File: config.mk
export PLATFORM = sky130hd
export DESIGN_NAME = uart_byte_fifo
export DESIGN_NICKNAME = d
export VERILOG_FILES = /design/src/rtl/uart_pkg.sv /design/src/rtl/fifo_mem.sv /design/src/rtl/uart_byte_fifo.sv
export SDC_FILE = /design/constraint.sdc
export NUM_CORES = 1
export LEC_CHECK = 0
export BUFFER_PORTS_ARGS = -buffer_cell sky130_fd_sc_hd__buf_2
export CAP_MARGIN = 40
export CELL_PAD_IN_SITES_DETAIL_PLACEMENT = 0
export CELL_PAD_IN_SITES_GLOBAL_PLACEMENT = 1
export CORE_ASPECT_RATIO = 1.4
export CORE_UTILIZATION = 35
export DETAILED_ROUTE_END_ITERATION = 7
export PLACE_DENSITY = 0.63
export RECOVER_POWER = 25
export SYNTH_ARGS = -nofsm -noshare
export SYNTH_HDL_FRONTEND = slang
export SYNTH_SLANG_ARGS = --single-unit
File: constraint.sdc
create_clock -name clk -period 3.14 [get_ports clk]
set_input_delay 0.157 -clock clk [delete_from_list [all_inputs] [get_ports clk]]
set_output_delay 0.157 -clock clk [all_outputs]
set_load 0.01 [all_outputs]
File: src/rtl/uart_pkg.sv
// Shared types for the UART byte path: byte type and drain FSM states.
package uart_pkg;

    typedef logic [7:0] byte_t;

    localparam logic [1:0] IDLE    = 2'd0;
    localparam logic [1:0] ISSUE   = 2'd1;
    localparam logic [1:0] WAIT_LO = 2'd2;
    localparam logic [1:0] WAIT_HI = 2'd3;

    typedef enum logic [1:0] {
        S_IDLE    = IDLE,
        S_ISSUE   = ISSUE,
        S_WAIT_LO = WAIT_LO,
        S_WAIT_HI = WAIT_HI
    } state_t;

endpackage

File: src/rtl/fifo_mem.sv
// DEPTH x 8 register file: one synchronous write port,
// one combinational read port.
module fifo_mem
    import uart_pkg::*;
#(
    parameter int DEPTH  = 16,
    parameter int ADDR_W = 4
) (
    input  logic              clk,
    input  logic              we,
    input  logic [ADDR_W-1:0] waddr,
    input  byte_t             wdata,
    input  logic [ADDR_W-1:0] raddr,
    output byte_t             rdata
);

    byte_t mem [DEPTH];

    always_ff @(posedge clk) begin
        if (we) begin
            mem[waddr] <= wdata;
        end
    end

    assign rdata = mem[raddr];

endmodule

File: src/rtl/uart_byte_fifo.sv
// Elastic byte buffer from uart_rx to uart_tx with edge-detected
// push, sticky overflow and a rdy/en drain FSM.
module uart_byte_fifo
    import uart_pkg::*;
#(
    parameter int DEPTH  = 16,
    parameter int ADDR_W = 4,
    parameter int GUARD  = 4
) (
    input  logic            clk,
    input  logic            rst,
    input  logic            rx_valid,
    input  byte_t           rx_data,
    input  logic            tx_rdy,
    output logic            tx_en,
    output byte_t           tx_data,
    output logic [ADDR_W:0] count,
    output logic            empty,
    output logic            full,
    output logic            overflow,
    input  logic            ovf_clr
);

    localparam int GW = $clog2(GUARD) + 1;
    localparam logic [ADDR_W:0] FULL_CNT = (ADDR_W+1)'(DEPTH);
    localparam logic [GW-1:0] GUARD_LAST = GW'(GUARD - 1);

    logic [ADDR_W-1:0] wr_ptr;
    logic [ADDR_W-1:0] rd_ptr;
    logic              vld_d;
    logic              push;
    logic              pop;
    logic              wr_en;
    byte_t             rd_byte;
    state_t            state;
    logic [GW-1:0]     guard;

    assign push  = rx_valid & ~vld_d;
    assign empty = (count == '0);
    assign full  = (count == FULL_CNT);
    assign pop   = (state == S_IDLE) & ~empty & tx_rdy;
    // A pop in the same cycle frees the slot a full FIFO needs.
    assign wr_en = push & (~full | pop);

    fifo_mem #(
        .DEPTH  (DEPTH),
        .ADDR_W (ADDR_W)
    ) u_mem (
        .clk   (clk),
        .we    (wr_en),
        .waddr (wr_ptr),
        .wdata (rx_data),
        .raddr (rd_ptr),
        .rdata (rd_byte)
    );

    always_ff @(posedge clk) begin
        if (rst) begin
            vld_d    <= 1'b1;
            wr_ptr   <= '0;
            rd_ptr   <= '0;
            count    <= '0;
            overflow <= 1'b0;
        end else begin
            vld_d <= rx_valid;
            if (wr_en) begin
                wr_ptr <= wr_ptr + 1'b1;
            end
            if (pop) begin
                rd_ptr <= rd_ptr + 1'b1;
            end
            if (wr_en & ~pop) begin
                count <= count + 1'b1;
            end else if (pop & ~wr_en) begin
                count <= count - 1'b1;
            end
            if (push & full & ~pop) begin
                overflow <= 1'b1;
            end else if (ovf_clr) begin
                overflow <= 1'b0;
            end
        end
    end

    always_ff @(posedge clk) begin
        if (rst) begin
            state   <= S_IDLE;
            guard   <= '0;
            tx_en   <= 1'b0;
            tx_data <= '0;
        end else begin
            tx_en <= 1'b0;
            case (state)
                S_IDLE: begin
                    if (pop) begin
                        tx_data <= rd_byte;
                        tx_en   <= 1'b1;
                        state   <= S_ISSUE;
                    end
                end
                S_ISSUE: begin
                    guard <= '0;
                    state <= S_WAIT_LO;
                end
                S_WAIT_LO: begin
                    if (!tx_rdy) begin
                        state <= S_WAIT_HI;
                    end else if (guard < GUARD_LAST) begin
                        guard <= guard + 1'b1;
                    end else begin
                        state <= S_IDLE;
                    end
                end
                S_WAIT_HI: begin
                    if (tx_rdy) begin
                        state <= S_IDLE;
                    end
                end
                default: state <= S_IDLE;
            endcase
        end
    end

endmodule

==> metrics.yaml, run 1 <==
antenna_cells_inserted: 0
buffer_ports.inserted: 29
synth_top_cells_by_count: "edfxtp_1 (128), mux2i_1 (43), nor2_1 (40)"
cts_sinks: 157
yosysWarningCount: 0
initial_utilization_pct: 36.0
synth_top_cell_by_area: "edfxtp_1"
path_clk_slew_ns: 0.06
clock_path_buffers: 2
routed_wirelength_um: 13200
synthDistinctLibCells: 43
start_kind: "flip-flop"
pre_cts_slack_ns: 0.272
grt_use_total_pct: 15.5
initial_antenna_violation_count: 0
synthesis.area_per_instance_um2: 15.7
fin_crit_sh_pct: 92.6
detailedRoute.firstPassIterationCount: 4
hold_class: "in2reg"
top_level_ports: 30
drtIter0Drc: 162
netlist_top_cells_area: "edfxtp_1 (61%), dfxtp_1 (9.2%), mux2i_1 (6.8%), mux4_2 (4.3%), nor2_1 (2.4%)"
area_growth_from_synthesis_to_layout_pct: 17.7
timing.critical_path.fanout_max: 6
net_count_after_synthesis: 427
arrival_ns: 3.21
grt_max_degree: 33
fmaxAchievable_ghz: 0.344
viasPerCell: 5.03
antenna_violating_nets_post_route: 0
ir_drop_mv: 0.383
slew_viol_final: 0
grt_pass1_vias: 3611
rows: 57
worst_skew_pair.late_latency_ns: 0.42
floorplan.die.height_um: 161
setup_tns_ns: 0
cap_violations: 0
timing_worst_setup_path_type: "reg2reg"
hpwl_um: 9010
slew-limit-headroom_pct: 43.5
ys_ff_latch: 157
fillCellCount: 1628
cp_data_required_time_ns: 3.44
power_per_standard_cell_area_nw_per_um2: 785
clock-skew-final_ns: 0.0128
grt_setup_unrepaired: "no"
drcViolationCount: 0
final-setup-viol-count: 0
regArea_um2: 4430
finish.net_count: 468
synth_edf_count: 128
setup_ws_ns: 0.231
transition_time_at_the_pin_with_the_least_slew_margin_ns: 0.844
hold_viol: 0
cts-htree-levels: 4
post_route_cells_drive_above_1_share_pct: 19.7
multiInputGateArea_um2: 1770
synth_flop_cell: "edfxtp_1"
synth_area_um2: 6320
period_minus_slack_ns: 2.91
postSynthCellCount: 403
synth.yosys.seq_area_share_pct: 70.0
dr_total_vias: 3486
worstSetupEndpointType: "flip-flop"
netlist.area_leader.share_pct: 60.8
power.static_leakage_nw: 2.42
tritoncts_clock_tree: "yes"
clock_tree.root_cell: "clkbuf_16"
gp_congestion: 0.786
floorplan.die.width_um: 116
globalRouteOverflowTotal: 0
cts-buffers-inserted: 17
yosysMostFrequentCell: "edfxtp_1"
core_um2: 17500
grt_first_pass_wirelength_um: 20400
floorplan.die_area_um2: 18600
outcome: "completed"
synth_async_sr_flop_share_pct: 0
routedWlPerCell_um: 19.1
-- state kept, by name, summed over array words and instances, names as in the netlist --
signal and count:
guard 3, tx_data 8, count 5, rd_ptr 4
state 2, u_mem.mem 128, vld_d 1, overflow 1
wr_ptr 4, tx_en 1
-- final timing paths --
| path | to | cells after the start | slack [ns] | startpoint |
|---|---|---|---|---|
| max | count[4] | 9 | 0.23 | count[1] |
| min | u_mem.mem[4][6] | 1 | 0.14 | rx_data[6] |
| max reg2reg | count[4] | 9 | 0.23 | count[1] |
| min reg2reg | overflow | 2 | 0.46 | overflow |
-- routing by layer --
| metal | routed length [um] | global-route usage, % |
|---|---|---|
| met1 | 5390 | 17.7 |
| met2 | 7140 | 27.4 |
| met3 | 335 | 2.81 |
| met4 | 347 | 7.79 |
| met5 | 0 | 0 |
-- critical path: stages (launching register included) --
cell and delay [ns]:
dfxtp_1 0.38, or4_4 0.59, o31a_1 0.34, ha_1 0.23
inv_1 0.08, ha_1 0.26, a21o_1 0.17, a21oi_1 0.18
mux2i_1 0.23, mux2_2 0.34
-- what timing repair did --
item,4_1_cts,5_1_grt
gates resized for setup,0,1
buffers inserted,0,0
hold buffers,2,0
endpoints found under the setup margin,0,1
endpoints found under the hold margin,2,0
-- stage by stage --
stage	instance area (um^2)	total power, mW	util [%]	std cells	hold slack (ns)
finish	7440	5.84	42.4	693	0.144
global route	7440	6.09	42.4	693	0.157
CTS	7440	5.88	42.4	693	0.125
detailed placement	6770	3.68	38.6	659	0.359
global placement	6770	3.66	38.6	659	0.360
floorplan	6320	3.26	-	403	0.256
-- report_power, final --
group | switching, mW | total, mW | internal (mW)
logic | 0.693 | 1.18 | 0.491
registers | 0.0946 | 2.45 | 2.36
clock network | 0.826 | 2.20 | 1.37
-- area by class of cell --
cell class / count / share of cell area (%)
multi-input combinational: 218 / 23.8
sequential: 157 / 59.5
clock inverter: 8 / 1.55
tap: 236 / 3.97
timing repair buffer: 44 / 3.62
inverter: 6 / 0.303
clock buffer: 24 / 7.20
-- cells in the final DEF (no fill, tap or decap), types with 3 or more instances in the layout --
master     netlist  routed
edfxtp_1       128     128
mux2i_1         43      43
nor2_1          40      40
dfxtp_1         29      28
buf_2            9      24
o22ai_1         20      20
clkbuf_16        0      20
a21oi_1         14      14
nor3_1          13      13
mux4_2          12      12
buf_4            1      12
ha_1            10      10
a211oi_1         9       9
nand2_1          8       8
clkbuf_1         7       7
inv_1            6       6
a22oi_1          5       5
nor2b_1          4       4
nand2b_1         4       4
xor2_1           4       4
xnor2_1          4       4
or3b_1           3       3
nand3_1          3       3
nand3b_1         3       3
inv_6            0       3
-- cell families after synthesis --
family	count (synthesis)	synth area share, %
adder cells (fa/ha/maj)	11	2.30
XOR/XNOR	8	1.11
buffers and inverters	28	2.04
multiplexers	58	11.7
AND/OR/NAND/NOR	85	6.87
flip-flops	157	70.0
AO/OA/AOI/OAI	56	6.00
No activity file was read; power rests on OpenSTA's default activity.
==> run 2, diff against run 1 <==
- PLACE_DENSITY: 0.63 -> 0.61
- clock period: 3.14 -> 3.6 ns (I/O delays scaled with it)
==> run 2 against run 1 <==
Effect of this change:
- register-to-register slack better by 0.22 ns
- utilization is 0.55 points lower
- worst hold slack worse by 0.11 ns
- via count is 1.3% lower
- sequential power is 12% lower
- sequential cell count stayed put
- wire length is 1.3% higher
- worst setup slack better by 0.22 ns
- largest cell class unchanged
==> metrics.yaml, run 2 (synthesis results as in run 1) <==
setup_tns_ns: 0  # unchanged
start_kind: "flip-flop"
routed_wirelength_um: 13400  # +1.3%
power_per_standard_cell_area_nw_per_um2: 666  # -15%
antenna_violating_nets_post_route: 0  # unchanged
dr_total_vias: 3441  # -1.3%
fillCellCount: 1639  # +0.68%
largest_register_ff_count: 128  # unchanged
detailedRoute.firstPassIterationCount: 5  # +1
floorplan.die.height_um: 161  # unchanged
core_um2: 17500  # unchanged
gp_congestion: 0.721  # -8.3%
worstHoldPathCells: 3  # +2
transition_time_at_the_pin_with_the_least_slew_margin_ns: 0.882  # +0.0384 ns
globalRouteOverflowTotal: 0  # unchanged
rows: 57  # unchanged
pre_cts_slack_ns: 0.432  # +0.160 ns
initial_utilization_pct: 36.0  # unchanged
cp_data_required_time_ns: 3.90  # +0.46 ns
slew-limit-headroom_pct: 41.2  # -2.4 points
routedWlPerCell_um: 19.4  # +1.9%
cts_sinks: 157  # unchanged
area_growth_from_synthesis_to_layout_pct: 16.1
timing.critical_path.fanout_max: 7  # +1
buffer_ports.inserted: 29  # unchanged
hpwl_um: 9160  # +1.6%
reg_top3: "u_mem.mem x128, tx_data x8, count x5"
grt_max_degree: 36  # +9.1%
layout_commonest_cell: "edfxtp_1"
clock_path_buffers: 2  # unchanged
arrival_ns: 3.46  # +0.25 ns
finish.net_count: 464  # -0.85%
worstSetupEndpointType: "flip-flop"
slew_viol_final: 0  # unchanged
mostFrequentLayoutCells: "edfxtp_1 (128), mux2i_1 (43), nor2_1 (40)"
post_route_cells_drive_above_1_share_pct: 19.4  # -0.27 points
grt_first_pass_wirelength_um: 20500  # +0.37%
regMostFlops: "u_mem.mem"
power.static_leakage_nw: 2.37  # -2.0%
floorplan.die.width_um: 116  # unchanged
r2r.worst_path.cells: 9  # unchanged
hold_viol: 0  # unchanged
cts-buffers-inserted: 17  # unchanged
setup_ws_ns: 0.447  # +0.215 ns
cap_violations: 0  # unchanged
grt_setup_unrepaired: "no"
drtIter0Drc: 234  # +44%
hold_class: "in2reg"
timing_worst_setup_path_type: "reg2reg"
antenna_cells_inserted: 0  # unchanged
outcome: "completed"
fmaxAchievable_ghz: 0.317  # -7.8%
post-cts-setup-buffers: 0  # unchanged
period_minus_slack_ns: 3.15  # +0.245 ns
cts-htree-levels: 4  # unchanged
tritoncts_clock_tree: "yes"
viasPerCell: 4.99  # -0.72%
initial_antenna_violation_count: 0  # unchanged
grt_pass1_vias: 3500  # -3.1%
fin_crit_sh_pct: 87.6  # -5.0 points
path_clk_slew_ns: 0.07  # about the same
grt_use_total_pct: 15.5  # about the same
worst_skew_pair.late_latency_ns: 0.41  # about the same
floorplan.die_area_um2: 18600  # unchanged
final-setup-viol-count: 0  # unchanged
clock-skew-final_ns: 0.00955  # -0.00327 ns
ir_drop_mv: 0.321  # -16%
top_level_ports: 30  # unchanged
drcViolationCount: 0  # unchanged
clock_tree.root_cell: "clkbuf_16"
run 2: changes by cell type in the layout (fill, tap and decap cells not counted), sizes merged:
cell,before,now
clkinv,2,5
clkinvlp,0,1
clkbuf,29,26
dlygate4sd3,2,1
inv,10,11
buf,37,34
bufinv,2,0
run 2: worst paths after layout:
check                               from  endpoint  slack (ns)
worst max register to register  count[0]  count[4]        0.45
worst min register to register  overflow  overflow        0.47
worst max-delay path            count[0]  count[4]        0.45
worst min-delay path             ovf_clr  overflow        0.04
run 2: what timing repair did:
item                      4_1_cts  5_1_grt
resized for setup               0        0
hold endpoints to repair        1        0
hold buffers                    1        0
run 2: layer usage:
metal  part of all wire (%)  wire length, um  GRT usage, %
met2                     52             6980          26.7
met3                    3.4              450          2.78
met4                    1.5              206          6.43
met5                      0                0             0
met1                     43             5760          18.9
run 2: through the flow:
step	utilization [%]	total power, mW	hold WS [ns]	area, um^2	std cells
CTS	41.9	4.96	0.0177	7350	689
global placement	38.3	3.18	0.381	6710	652
finish	41.8	4.89	0.0378	7340	689
global route	41.8	5.12	0.0299	7340	689
detailed placement	38.4	3.19	0.383	6740	656
floorplan	-	2.85	0.279	6320	403
run 2: power by group:
part / switching (mW) / total, mW / internal [mW]
clock network: 0.738 / 1.76 / 1.02
logic: 0.559 / 0.974 / 0.415
registers: 0.103 / 2.16 / 2.06
run 2: critical path, cell delays in order, from the launching register on:
cell	delay, ns
dfxtp_1	0.37
or4_4	0.60
o31a_1	0.44
ha_1	0.27
inv_1	0.16
ha_1	0.30
a21o_1	0.17
a21oi_1	0.16
mux2i_1	0.23
mux2_2	0.35
run 2: layout make-up:
| type | instances | area, um^2 | area share, % |
|---|---|---|---|
| Multi-Input combinational cell | 218 | 1770 | 24.1 |
| Clock inverter | 11 | 92.6 | 1.26 |
| Clock buffer | 21 | 503 | 6.85 |
| Sequential cell | 157 | 4430 | 60.3 |
| Tap cell | 236 | 295 | 4.02 |
| Timing Repair Buffer | 40 | 234 | 3.19 |
| Inverter | 6 | 22.5 | 0.307 |
==> run 3, diff against run 2 <==
--- a/config.mk
+++ b/config.mk
@@ -7,3 +7,2 @@
 export LEC_CHECK = 0
-export BUFFER_PORTS_ARGS = -buffer_cell sky130_fd_sc_hd__buf_2
 export CAP_MARGIN = 40
@@ -14,3 +13,4 @@
 export DETAILED_ROUTE_END_ITERATION = 7
-export PLACE_DENSITY = 0.61
+export DONT_BUFFER_PORTS = 1
+export PLACE_DENSITY = 0.59
 export RECOVER_POWER = 25
--- a/constraint.sdc
+++ b/constraint.sdc
@@ -3,2 +3,2 @@
 set_output_delay 0.18 -clock clk [all_outputs]
-set_load 0.01 [all_outputs]
+set_load 0.1 [all_outputs]
==> run 3 against run 2 <==
Effect of this change:
- register-to-register slack improved by 0.04 ns
- clock skew fell by 0.0015 ns
- clock-buffer cell count fell by 3
- cell area rose by 3.7%
- fmax rose by 1.1%
- wire length rose by 4.5%
- sequential share of layout area fell by 2.2 points
- global-route usage rose by 0.77 points
- via count rose by 1.2%
- total power rose by 18%
- critical path type unchanged
==> metrics.yaml, run 3 (synthesis results as in run 1) <==
outcome: "completed"
grt_max_degree: 42  # +17%
rows: 57  # unchanged
dp_cells: 642  # -2.1%
grt_setup_unrepaired: "no"
detailedRoute.firstPassIterationCount: 4  # -1
post_route_cells_drive_above_1_share_pct: 18.2  # -1.2 points
share_clk_of_total_power_pct: 31.1  # -4.8 points
arrival_ns: 3.41  # -0.05 ns
reg_top3: "u_mem.mem x128, tx_data x8, count x5"
final-setup-viol-count: 0  # unchanged
grt_use_total_pct: 16.2  # +0.77 points
drcViolationCount: 0  # unchanged
cts-htree-levels: 4  # unchanged
cp_slowest_stage_delay_ns: 0.44  # -0.16 ns
finish.net_count: 461  # -0.65%
mostFrequentLayoutCells: "edfxtp_1 (128), mux2i_1 (43), nor2_1 (38)"
p_comb_share_pct: 30.9  # +11 points
hold_viol: 0  # unchanged
initial_antenna_violation_count: 3  # +3
hpwl_um: 9520  # +4.0%
sw_share_pct: 35.1  # +6.4 points
cap_violations: 0  # unchanged
p_int_mw: 3.74  # +7.1%
cp_cell_instances: "nor4_1, a21oi_1, inv_1, ha_1, inv_1, fa_1, a21o_1, a21oi_1, mux2i_1, mux2_2"
power_spent_charging_and_discharging_nets_mw: 2.02  # +44%
worst_skew_pair.late_latency_ns: 0.41  # about the same
fin_crit_sh_pct: 86.6  # -0.98 points
drtIter0Drc: 267  # +14%
period_minus_slack_ns: 3.12  # -0.0352 ns
path_clk_slew_ns: 0.06  # about the same
globalRouteOverflowTotal: 0  # unchanged
routedWlPerCell_um: 20.4  # +4.8%
critPathBufInv: 2  # +1
hold_slack_ns: 0.0207  # -0.0171 ns
start_kind: "flip-flop"
routed_wirelength_um: 14000  # +4.5%
largest_register_ff_count: 128  # unchanged
power_per_standard_cell_area_nw_per_um2: 756  # +13%
clock_path_buffers: 2  # unchanged
clock_tree.root_cell: "clkbuf_16"
critical-path-slowest-cell: "nor4_1"
tritoncts_clock_tree: "yes"
antenna_violating_nets_post_route: 0  # unchanged
grt_first_pass_wirelength_um: 21200  # +3.4%
regMostFlops: "u_mem.mem"
grt_pass1_vias: 3636  # +3.9%
layout_commonest_cell: "edfxtp_1"
top_level_ports: 30  # unchanged
setup_tns_ns: 0  # unchanged
floorplan.die.width_um: 116  # unchanged
fmaxAchievable_ghz: 0.321  # +1.1%
power.static_leakage_nw: 2.43  # +2.5%
slew-limit-headroom_pct: 43.8  # +2.6 points
floorplan.die_area_um2: 18600  # unchanged
ir_drop_mv: 0.367  # +14%
final_cells: 687  # -0.29%
ctsResizeCount: 0  # unchanged
area_growth_from_synthesis_to_layout_pct: 20.5
gp_congestion: 0.736  # +2.2%
initial_utilization_pct: 36.0  # unchanged
clock-skew-final_ns: 0.00806  # -0.00149 ns
slew_viol_final: 0  # unchanged
worstSetupEndpointType: "flip-flop"
cts_sinks: 157  # unchanged
cp_data_required_time_ns: 3.90  # about the same
cts-buffers-inserted: 17  # unchanged
floorplan.die.height_um: 161  # unchanged
timing_worst_setup_path_type: "reg2reg"
core_um2: 17500  # unchanged
transition_time_at_the_pin_with_the_least_slew_margin_ns: 0.840  # -0.0418 ns
timing.critical_path.fanout_max: 12  # +5
timing.critical_path.max_delay_family: "adder cells"
viasPerCell: 5.07  # +1.5%
buffer_ports.inserted: 0  # -100%
power.share.sequential_pct: 38.0  # -6.2 points
hold_class: "in2reg"
dr_total_vias: 3484  # +1.2%
## run 3: changes by cell type in the layout (fill, tap and decap cells not counted), sizes merged
cell / change
clkinv: -2
dlygate4sd3: +10
clkbuf: -8
buf: -8
bufinv: +2
clkinvlp: +2
diode: +1
inv: +1
## run 3: stage by stage
stage | power, mW | utilization (%) | setup WS [ns] | instance area, um^2
after floorplan | 3.42 | - | 0.189 | 6320
after global placement | 3.69 | 37.8 | 0.578 | 6630
after detailed placement | 3.98 | 39.3 | 0.479 | 6890
after CTS | 5.81 | 43.3 | 0.456 | 7590
after global routing | 5.99 | 43.4 | 0.262 | 7610
final | 5.75 | 43.4 | 0.482 | 7610
## run 3: layout make-up
class	instances	area, um^2
Antenna cell	1	2.50
Clock buffer	18	439
Clock inverter	14	155
Fill cell	1597	9930
Inverter	6	22.5
Multi-Input combinational cell	218	1770
Sequential cell	157	4430
Tap cell	236	295
Timing Repair Buffer	37	500
## run 3: worst paths after layout
| kind | startpoint | to | slack [ns] | cells past startpoint |
|---|---|---|---|---|
| min | tx_rdy | state[0] | 0.02 | 3 |
| max reg2reg | count[0] | count[4] | 0.48 | 10 |
| min reg2reg | overflow | overflow | 0.51 | 2 |
| max | count[0] | count[4] | 0.48 | 10 |
## run 3: power groups by stage
| stage | Combinational, mW | Clock (mW) | Sequential (mW) |
|---|---|---|---|
| finish | 1.78 | 1.79 | 2.19 |
| global route | 1.88 | 1.91 | 2.20 |
| CTS | 1.79 | 1.82 | 2.19 |
| detailed placement | 1.75 | 0 | 2.23 |
| global placement | 1.17 | 0 | 2.52 |
| floorplan | 0.763 | 0 | 2.65 |
## run 3: worst min-delay path, cell delays in order
cell and delay, ns:
inv_1 0.03, a21oi_1 0.13, nor3_1 0.05
## run 3: repair_timing
item,CTS,global route
hold endpoints to repair,155,0
hold buffers,11,0
buffers inserted,0,0
## run 3: routing by layer
layer	wire length [um]	vias to the layer above	track usage, %	share of wire (%)
li1	-	1624	-	-
met1	5600	1761	18.7	40
met2	7600	80	28.9	54
met3	592	15	3.86	4.2
met4	186	4	5.90	1.3
met5	22	-	0	0.16
